[config.mk]
export PLATFORM = sky130hd
export DESIGN_NAME = serial_adder_sub
export DESIGN_NICKNAME = d
export VERILOG_FILES = /design/src/rtl/serial_adder_sub.sv
export SDC_FILE = /design/constraint.sdc
export NUM_CORES = 1
export LEC_CHECK = 0
export ABC_AREA = 1
export CORE_MARGIN = 4
export CORE_UTILIZATION = 55
export DETAILED_ROUTE_END_ITERATION = 12
export GPL_TIMING_DRIVEN = 0
export HOLD_SLACK_MARGIN = 0.05
export PLACE_DENSITY = 0.83
export SLEW_MARGIN = 20
export SYNTH_ARGS = -nofsm -noshare
export SYNTH_HDL_FRONTEND = slang
export SYNTH_SLANG_ARGS = --single-unit
[constraint.sdc]
create_clock -name clk -period 3.57 [get_ports clk]
set_input_delay 0.714 -clock clk [delete_from_list [all_inputs] [get_ports clk]]
set_output_delay 0.714 -clock clk [all_outputs]
set_load 0.03 [all_outputs]
[src/rtl/serial_adder_sub.sv]
// Bit-serial adder/subtractor: one full-adder slice plus a carry flop, LSB first over WIDTH cycles.
// Define SERIAL_ADDER_SUB_OVF_EN to add the signed-overflow output ovf.
module serial_adder_sub #(
  parameter int WIDTH = 8
) (
  input  logic             clk,
  input  logic             rst_n,
  input  logic             start,
  input  logic             sub,
  input  logic [WIDTH-1:0] a,
  input  logic [WIDTH-1:0] b,
  input  logic             cin,
  output logic             busy,
  output logic             done,
  output logic [WIDTH-1:0] sum,
  output logic             cout
`ifdef SERIAL_ADDER_SUB_OVF_EN
  ,
  output logic             ovf
`endif
);

  localparam int CW = $clog2(WIDTH);

  typedef enum logic [1:0] {
    IDLE = 2'd0,
    RUN  = 2'd1,
    DONE = 2'd2
  } state_t;

  state_t           state, state_next;
  logic [WIDTH-1:0] op_a, op_b, acc;
  logic [CW-1:0]    count;
  logic             carry;
  logic             bit_s, carry_next, last_bit, accept;

  assign bit_s      = op_a[0] ^ op_b[0] ^ carry;
  assign carry_next = (op_a[0] & op_b[0]) | (op_a[0] & carry) | (op_b[0] & carry);
  assign last_bit   = (count == CW'(WIDTH - 1));
  assign accept     = start && ((state == IDLE) || (state == DONE));

  assign busy = (state == RUN);
  assign done = (state == DONE);

  always_ff @(posedge clk or negedge rst_n) begin
    if (!rst_n) begin
      state <= IDLE;
    end else begin
      state <= state_next;
    end
  end

  always_comb begin
    state_next = state;
    case (state)
      IDLE, DONE: state_next = accept ? RUN : IDLE;
      RUN:        if (last_bit) state_next = DONE;
      default:    state_next = IDLE;
    endcase
  end

  // Subtraction is A + ~B + (1 ^ borrow_in), so the inverted B and carry are fixed at capture.
  always_ff @(posedge clk or negedge rst_n) begin
    if (!rst_n) begin
      op_a  <= '0;
      op_b  <= '0;
      acc   <= '0;
      count <= '0;
      carry <= 1'b0;
      sum   <= '0;
      cout  <= 1'b0;
`ifdef SERIAL_ADDER_SUB_OVF_EN
      ovf   <= 1'b0;
`endif
    end else if (accept) begin
      op_a  <= a;
      op_b  <= sub ? ~b : b;
      carry <= cin ^ sub;
      count <= '0;
      acc   <= '0;
    end else if (state == RUN) begin
      op_a  <= op_a >> 1;
      op_b  <= op_b >> 1;
      carry <= carry_next;
      acc   <= {bit_s, acc[WIDTH-1:1]};
      if (!last_bit) begin
        count <= count + 1'b1;
      end else begin
        sum  <= {bit_s, acc[WIDTH-1:1]};
        cout <= carry_next;
`ifdef SERIAL_ADDER_SUB_OVF_EN
        // carry still holds the carry into the MSB slice during the last bit
        ovf  <= carry ^ carry_next;
`endif
      end
    end
  end

endmodule
==> impl_metrics.toml, run 1 <==
[run_status]
status = "complete, no violations"

[setup_path]
cp_max_fo = 10
crit_path_cell_trace = "inv_2 -> nor2_4 -> buf_4 -> clkdlybuf4s50_1"
critPathKind = "flip-flop to output pin"
cp.arrival_ns = 1.81
worst_ep_required_time_ns = 2.86
crit_path_start_kind = "flip-flop"
cp_slowest_cell = "clkdlybuf4s50_1"
cpPeakStageDelay_ns = 0.69
end_kind = "output pin"

[clocking]
path_clk_slew_ns = 0.10
post_cts_buffers = 0
ctsResizeCount = 0
cts-buffers-inserted = 5
cts_tree = "yes"
clock_sinks = 38
postCtsHoldBufs = 0
ctsLongestPathBuffers = 2
cts_root_buffer = "clkbuf_4"
h-tree-depth = 2
insertion_delay_ns = 0.34

[route]
drc = 0
via_per_inst = 4.77
num_vias = 1460
first_pass_iters = 4
ant_nets = 0
drtIter0Drc = 37
wl_per_cell_um = 11.1
wirelength_um = 3390

[synth]
synth_compound_area_frac = 0.0554
netlist_instances = 222
yosys.area_share.simple = 0.294
synth.area.top_cells = "dfrtp_1 53%, nand2_1 21%, inv_1 5.0%"
yosys.area.top_type = "dfrtp_1"
synth_xor_area_frac = 0.00491
synthMuxAreaShare = 0
avgSynthCellArea_um2 = 8.04
synth_most_common_cell = "nand2_1"
synth_seq_area_share = 0.533
ys.flop_type = "dfrtp_1"
synth_fa_ha_area_frac = 0.0252
ys_ff_latch = 38
ys_warn_count = 0
yosys-top-cells-count = "102 x nand2_1, 38 x dfrtp_1, 24 x inv_1, 17 x nand3_1, 11 x o21ai_0"
syn-num-nets = 246
synth_top_family_by_area = "simple AND/OR/NAND/NOR gates"
synth_cell_type_count = 18
synth.cell_area_um2 = 1790
synth_edf_count = 0
yosysTopAreaCellShare = 0.533
synthArstFlopShare = 1.00

[layout]
drive_above_1_share = 0.0992
nets = 285
multi_input_area_um2 = 677
antenna_cells = 0
instances_no_fill = 306
syn_to_final_growth_pct = 24.7
ff_latch_area_um2 = 951
n_fill_cell = 259

[grt]
track_usage = 0.185
grt_pass1_wl_um = 5770
grt_max_degree = 31
overflow = 0
antenna_found_initial = 0
grt_pass1_vias = 1363

[placed_design]
dp_slack_ns = 1.41
port_buffers = 31
hpwl_um = 2520
gp_congestion = 0.765
post-place-cells = 298

[die]
die_h_um = 65.0
die_area_um2 = 4220
core.rowCount = 20
coreArea_um2 = 3080
start_util = 0.580
pin_count = 32
die_w_um = 65.0

[power]
p_total_mw = 1.80
peakVddDrop_v = 0.000356
leakagePower_nw = 1.17
power_density_nw_per_um2 = 807

[sta]
setup-tns-final_ns = 0
fin_skew_ns = 0.00415
drv_slew = 0
setup_viol = 0
period_minus_slack_ns = 2.53
hold_violations = 0
whs_ns = 0.203
rsz0062_at_grt = "no"
slew_headroom = 0.752
timing.final.ws_setup_ns = 1.04
min_period_over_period = 0.708
max_clock_freq_ghz = 0.396
worst_slew_pin_slew_ns = 0.372

[job]
maxCapViolations = 0

[hold_path]
hp-class = "input port to asynchronous set/reset pin"
==> worst max-delay path, delay by kind of cell (launching register included) <==
kind                   cells  cell delay, ns
AND/OR/NAND/NOR            1            0.11
flip-flops                 1            0.41
buffers and inverters      3            0.94
==> metal layers <==
metal | GRT usage | vias up | wire length (um) | part of all wire
met3 | 0.0641 | 7 | 217 | 0.064
met2 | 0.317 | 36 | 1630 | 0.48
li1 | - | 760 | - | -
met1 | 0.203 | 657 | 1470 | 0.43
met4 | 0.0871 | 0 | 71 | 0.021
met5 | 0 | - | 0 | 0
==> logic make-up after synthesis <==
| family | Yosys count |
|---|---|
| AND/OR/NAND/NOR | 128 |
| buffers and inverters | 34 |
| adder cells (fa/ha/maj) | 3 |
| flip-flops | 38 |
| AO/OA/AOI/OAI | 18 |
| XOR/XNOR | 1 |
==> area by class of cell <==
class,instances,area share
multi-input cells,150,0.304
clock buffers,7,0.0247
repair buffers,32,0.146
plain buffers,8,0.0270
clock inverters,1,0.00225
inverters,26,0.0438
flip-flops and latches,38,0.427
well taps,44,0.0247
==> flip-flops by register name, summed over array words and instances, names as in the netlist <==
signal / count
state: 2
op_b: 8
sum: 8
count: 3
carry: 1
cout: 1
acc: 7
op_a: 8
==> final timing paths <==
check                                     start                   end  slack [ns]  cells after the start
max                        state[0]$_DFFE_PN0P_                  busy        1.04                      4
min                                       rst_n    sum[5]$_DFFE_PN0P_        0.20                      1
max reg2reg                count[0]$_DFFE_PN0P_    sum[3]$_DFFE_PN0P_        2.24                      5
min reg2reg                    cout$_DFFE_PN0P_      cout$_DFFE_PN0P_        0.49                      2
max in group asynchronous                 rst_n  count[1]$_DFFE_PN0P_        2.95                      2
min in group clk               cout$_DFFE_PN0P_      cout$_DFFE_PN0P_        0.49                      2
==> stage by stage <==
step                      utilization  instance area, um2
after floorplan                     -                1790
after global placement          0.699                2150
final                           0.723                2230
after detailed placement        0.704                2170
after CTS                       0.723                2230
after global routing            0.723                2230
==> power breakdown <==
group / total, mW / internal (mW) / switching, mW
registers: 0.722 / 0.624 / 0.0971
logic: 0.847 / 0.339 / 0.508
clock network: 0.228 / 0.0954 / 0.133
==> cell usage in the layout (no fill, tap or decap), drive strengths merged <==
cell           instances
nand2                105
dfrtp                 38
clkdlybuf4s50         30
inv                   26
nand3                 17
o21ai                 11
buf                   10
o22ai                  7
clkbuf                 7
nor2                   4
or2                    2
ha                     2
xnor2                  1
fa                     1
clkinv                 1
No activity file was read; power rests on OpenSTA's default activity.
==> run 2, diff against run 1 <==
--- a/config.mk
+++ b/config.mk
@@ -7,11 +7,11 @@
 export LEC_CHECK = 0
 export ABC_AREA = 1
 export CORE_MARGIN = 4
-export CORE_UTILIZATION = 55
+export CORE_UTILIZATION = 46
 export DETAILED_ROUTE_END_ITERATION = 12
 export GPL_TIMING_DRIVEN = 0
 export HOLD_SLACK_MARGIN = 0.05
-export PLACE_DENSITY = 0.83
+export PLACE_DENSITY = 0.74
 export SLEW_MARGIN = 20
 export SYNTH_ARGS = -nofsm -noshare
 export SYNTH_HDL_FRONTEND = slang
==> constraint.sdc (replaced) <==
create_clock -name clk -period 2.2 [get_ports clk]
set_input_delay 0.44 -clock clk [delete_from_list [all_inputs] [get_ports clk]]
set_output_delay 0.44 -clock clk [all_outputs]
set_load 0.03 [all_outputs]
==> impl_metrics.toml, run 2 (synthesized netlist as in run 1, its figures left out) <==
[clocking]
cts-buffers-inserted = 5
clock_sinks = 38
cts_tree = "yes"
cts_root_buffer = "clkbuf_8"
path_clk_slew_ns = 0.07
insertion_delay_ns = 0.28
ctsLongestPathBuffers = 2
h-tree-depth = 2

[layout]
final_common_cell = "nand2_1"
fin_area_um2 = 2270
multi_input_area_um2 = 677
syn_to_final_growth_pct = 27.4
top_regs = "op_a (8), op_b (8), sum (8)"
fin_util = 0.612
antenna_cells = 0
n_fill_cell = 352
mostFrequentLayoutCells = "102 x nand2_1, 38 x dfrtp_1, 29 x clkdlybuf4s50_1"
nets = 286
ff_latch_area_um2 = 951
drive_above_1_share = 0.0989

[route]
via_per_inst = 4.69
drtIter0Drc = 102
first_pass_iters = 5
wl_per_cell_um = 11.2
wirelength_um = 3480
drc = 0
ant_nets = 0
num_vias = 1459

[die]
start_util = 0.480
coreArea_um2 = 3720
die_h_um = 70.3
pin_count = 32
die_w_um = 70.3
die_area_um2 = 4940
core.rowCount = 22

[setup_path]
worst_ep_required_time_ns = 1.76
r2r_cells = 5
r2r-end = "carry$_DFFE_PN0P_"
regToRegSetupSlack_ns = 0.85
regToRegStartpoint = "state[0]$_DFFE_PN0P_"
end_kind = "output pin"
critPathKind = "flip-flop to output pin"
crit_path_start_kind = "flip-flop"
cp_max_fo = 2
cp.arrival_ns = 1.51

[sta]
fin_skew_ns = 0.00279
rsz0062_at_grt = "no"
drv_slew = 0
worst_slew_pin_slew_ns = 0.369
setup_viol = 0
min_period_over_period = 0.884
hold_violations = 0
max_clock_freq_ghz = 0.514
setup-tns-final_ns = 0
slew_headroom = 0.754
period_minus_slack_ns = 1.95

[grt]
grt_pass1_wl_um = 6380
antenna_found_initial = 0
grt_max_degree = 31
grt_pass1_vias = 1393
overflow = 0
track_usage = 0.161

[power]
peakVddDrop_v = 0.000528
power_density_nw_per_um2 = 1340
leakagePower_nw = 1.20

[hold_path]
hold_end = "op_a[7]$_DFFE_PN0P_"
hp-class = "flip-flop to flip-flop"
min_from = "op_a[7]$_DFFE_PN0P_"
whs_path_depth = 2

[placed_design]
port_buffers = 31
hpwl_um = 2570
placed_cell_area_um2 = 2170
gp_congestion = 0.767

[run_status]
status = "complete, no violations"

[job]
maxCapViolations = 0
## run 2: changes by cell type in the layout (fill, tap and decap cells not counted)
cell,delta
dlygate4sd3_1,+1
clkdlybuf4s50_1,-1
clkbuf_8,+5
dlymetal6s2s_1,+1
clkbuf_4,-5
## run 2: timing repair
action                                  in CTS  in global routing
hold endpoints to repair                     8                  0
resized for setup                            0                  1
hold buffers                                 1                  0
endpoints found under the setup margin       0                  1
buffers inserted                             0                  0
## run 2: critical path, cell delays in order, from the launching register on
cell	delay [ns]
dfrtp_1	0.39
inv_1	0.07
nor2_1	0.09
clkdlybuf4s50_1	0.67
## run 2: stage by stage
step	hold WS [ns]	power (mW)	setup WS, ns	instances
6_report	0.482	3.04	0.255	311
5_1_grt	0.511	3.33	0.149	311
4_1_cts	0.484	3.07	0.00860	311
3_5_place_dp	0.312	2.59	0.295	302
3_3_place_gp	0.458	2.53	-0.175	301
2_1_floorplan	0.144	2.13	0.929	222
## run 2: power breakdown
group | internal [mW] | switching (mW)
combinational | 0.549 | 0.834
sequential | 1.02 | 0.160
clock | 0.253 | 0.230
total | 1.82 | 1.22
## run 2: worst max-delay path by stage
stage | start | to | slack [ns]
after floorplan | state[0]$_DFFE_PN0P_ | done | 0.93
after global placement | rst_n | op_a[6]$_DFFE_PN0P_ | -0.17
after detailed placement | start | carry$_DFFE_PN0P_ | 0.30
after CTS | state[0]$_DFFE_PN0P_ | busy | 0.009
after global routing | state[1]$_DFFE_PN0P_ | done | 0.15
final | state[1]$_DFFE_PN0P_ | done | 0.25
## run 2: area by class of cell
cell class	count	share of cell area
inverter	26	0.0429
tap	48	0.0264
buffer	8	0.0264
clock buffer	7	0.0380
clock inverter	1	0.00220
sequential	38	0.418
timing repair buffer	33	0.149
multi-input combinational	150	0.298
## run 2: layer usage
layer | GRT usage | part of all wire
met4 | 0.0447 | 0.0055
met5 | 0 | 0
met3 | 0.0302 | 0.042
met1 | 0.218 | 0.45
met2 | 0.263 | 0.50
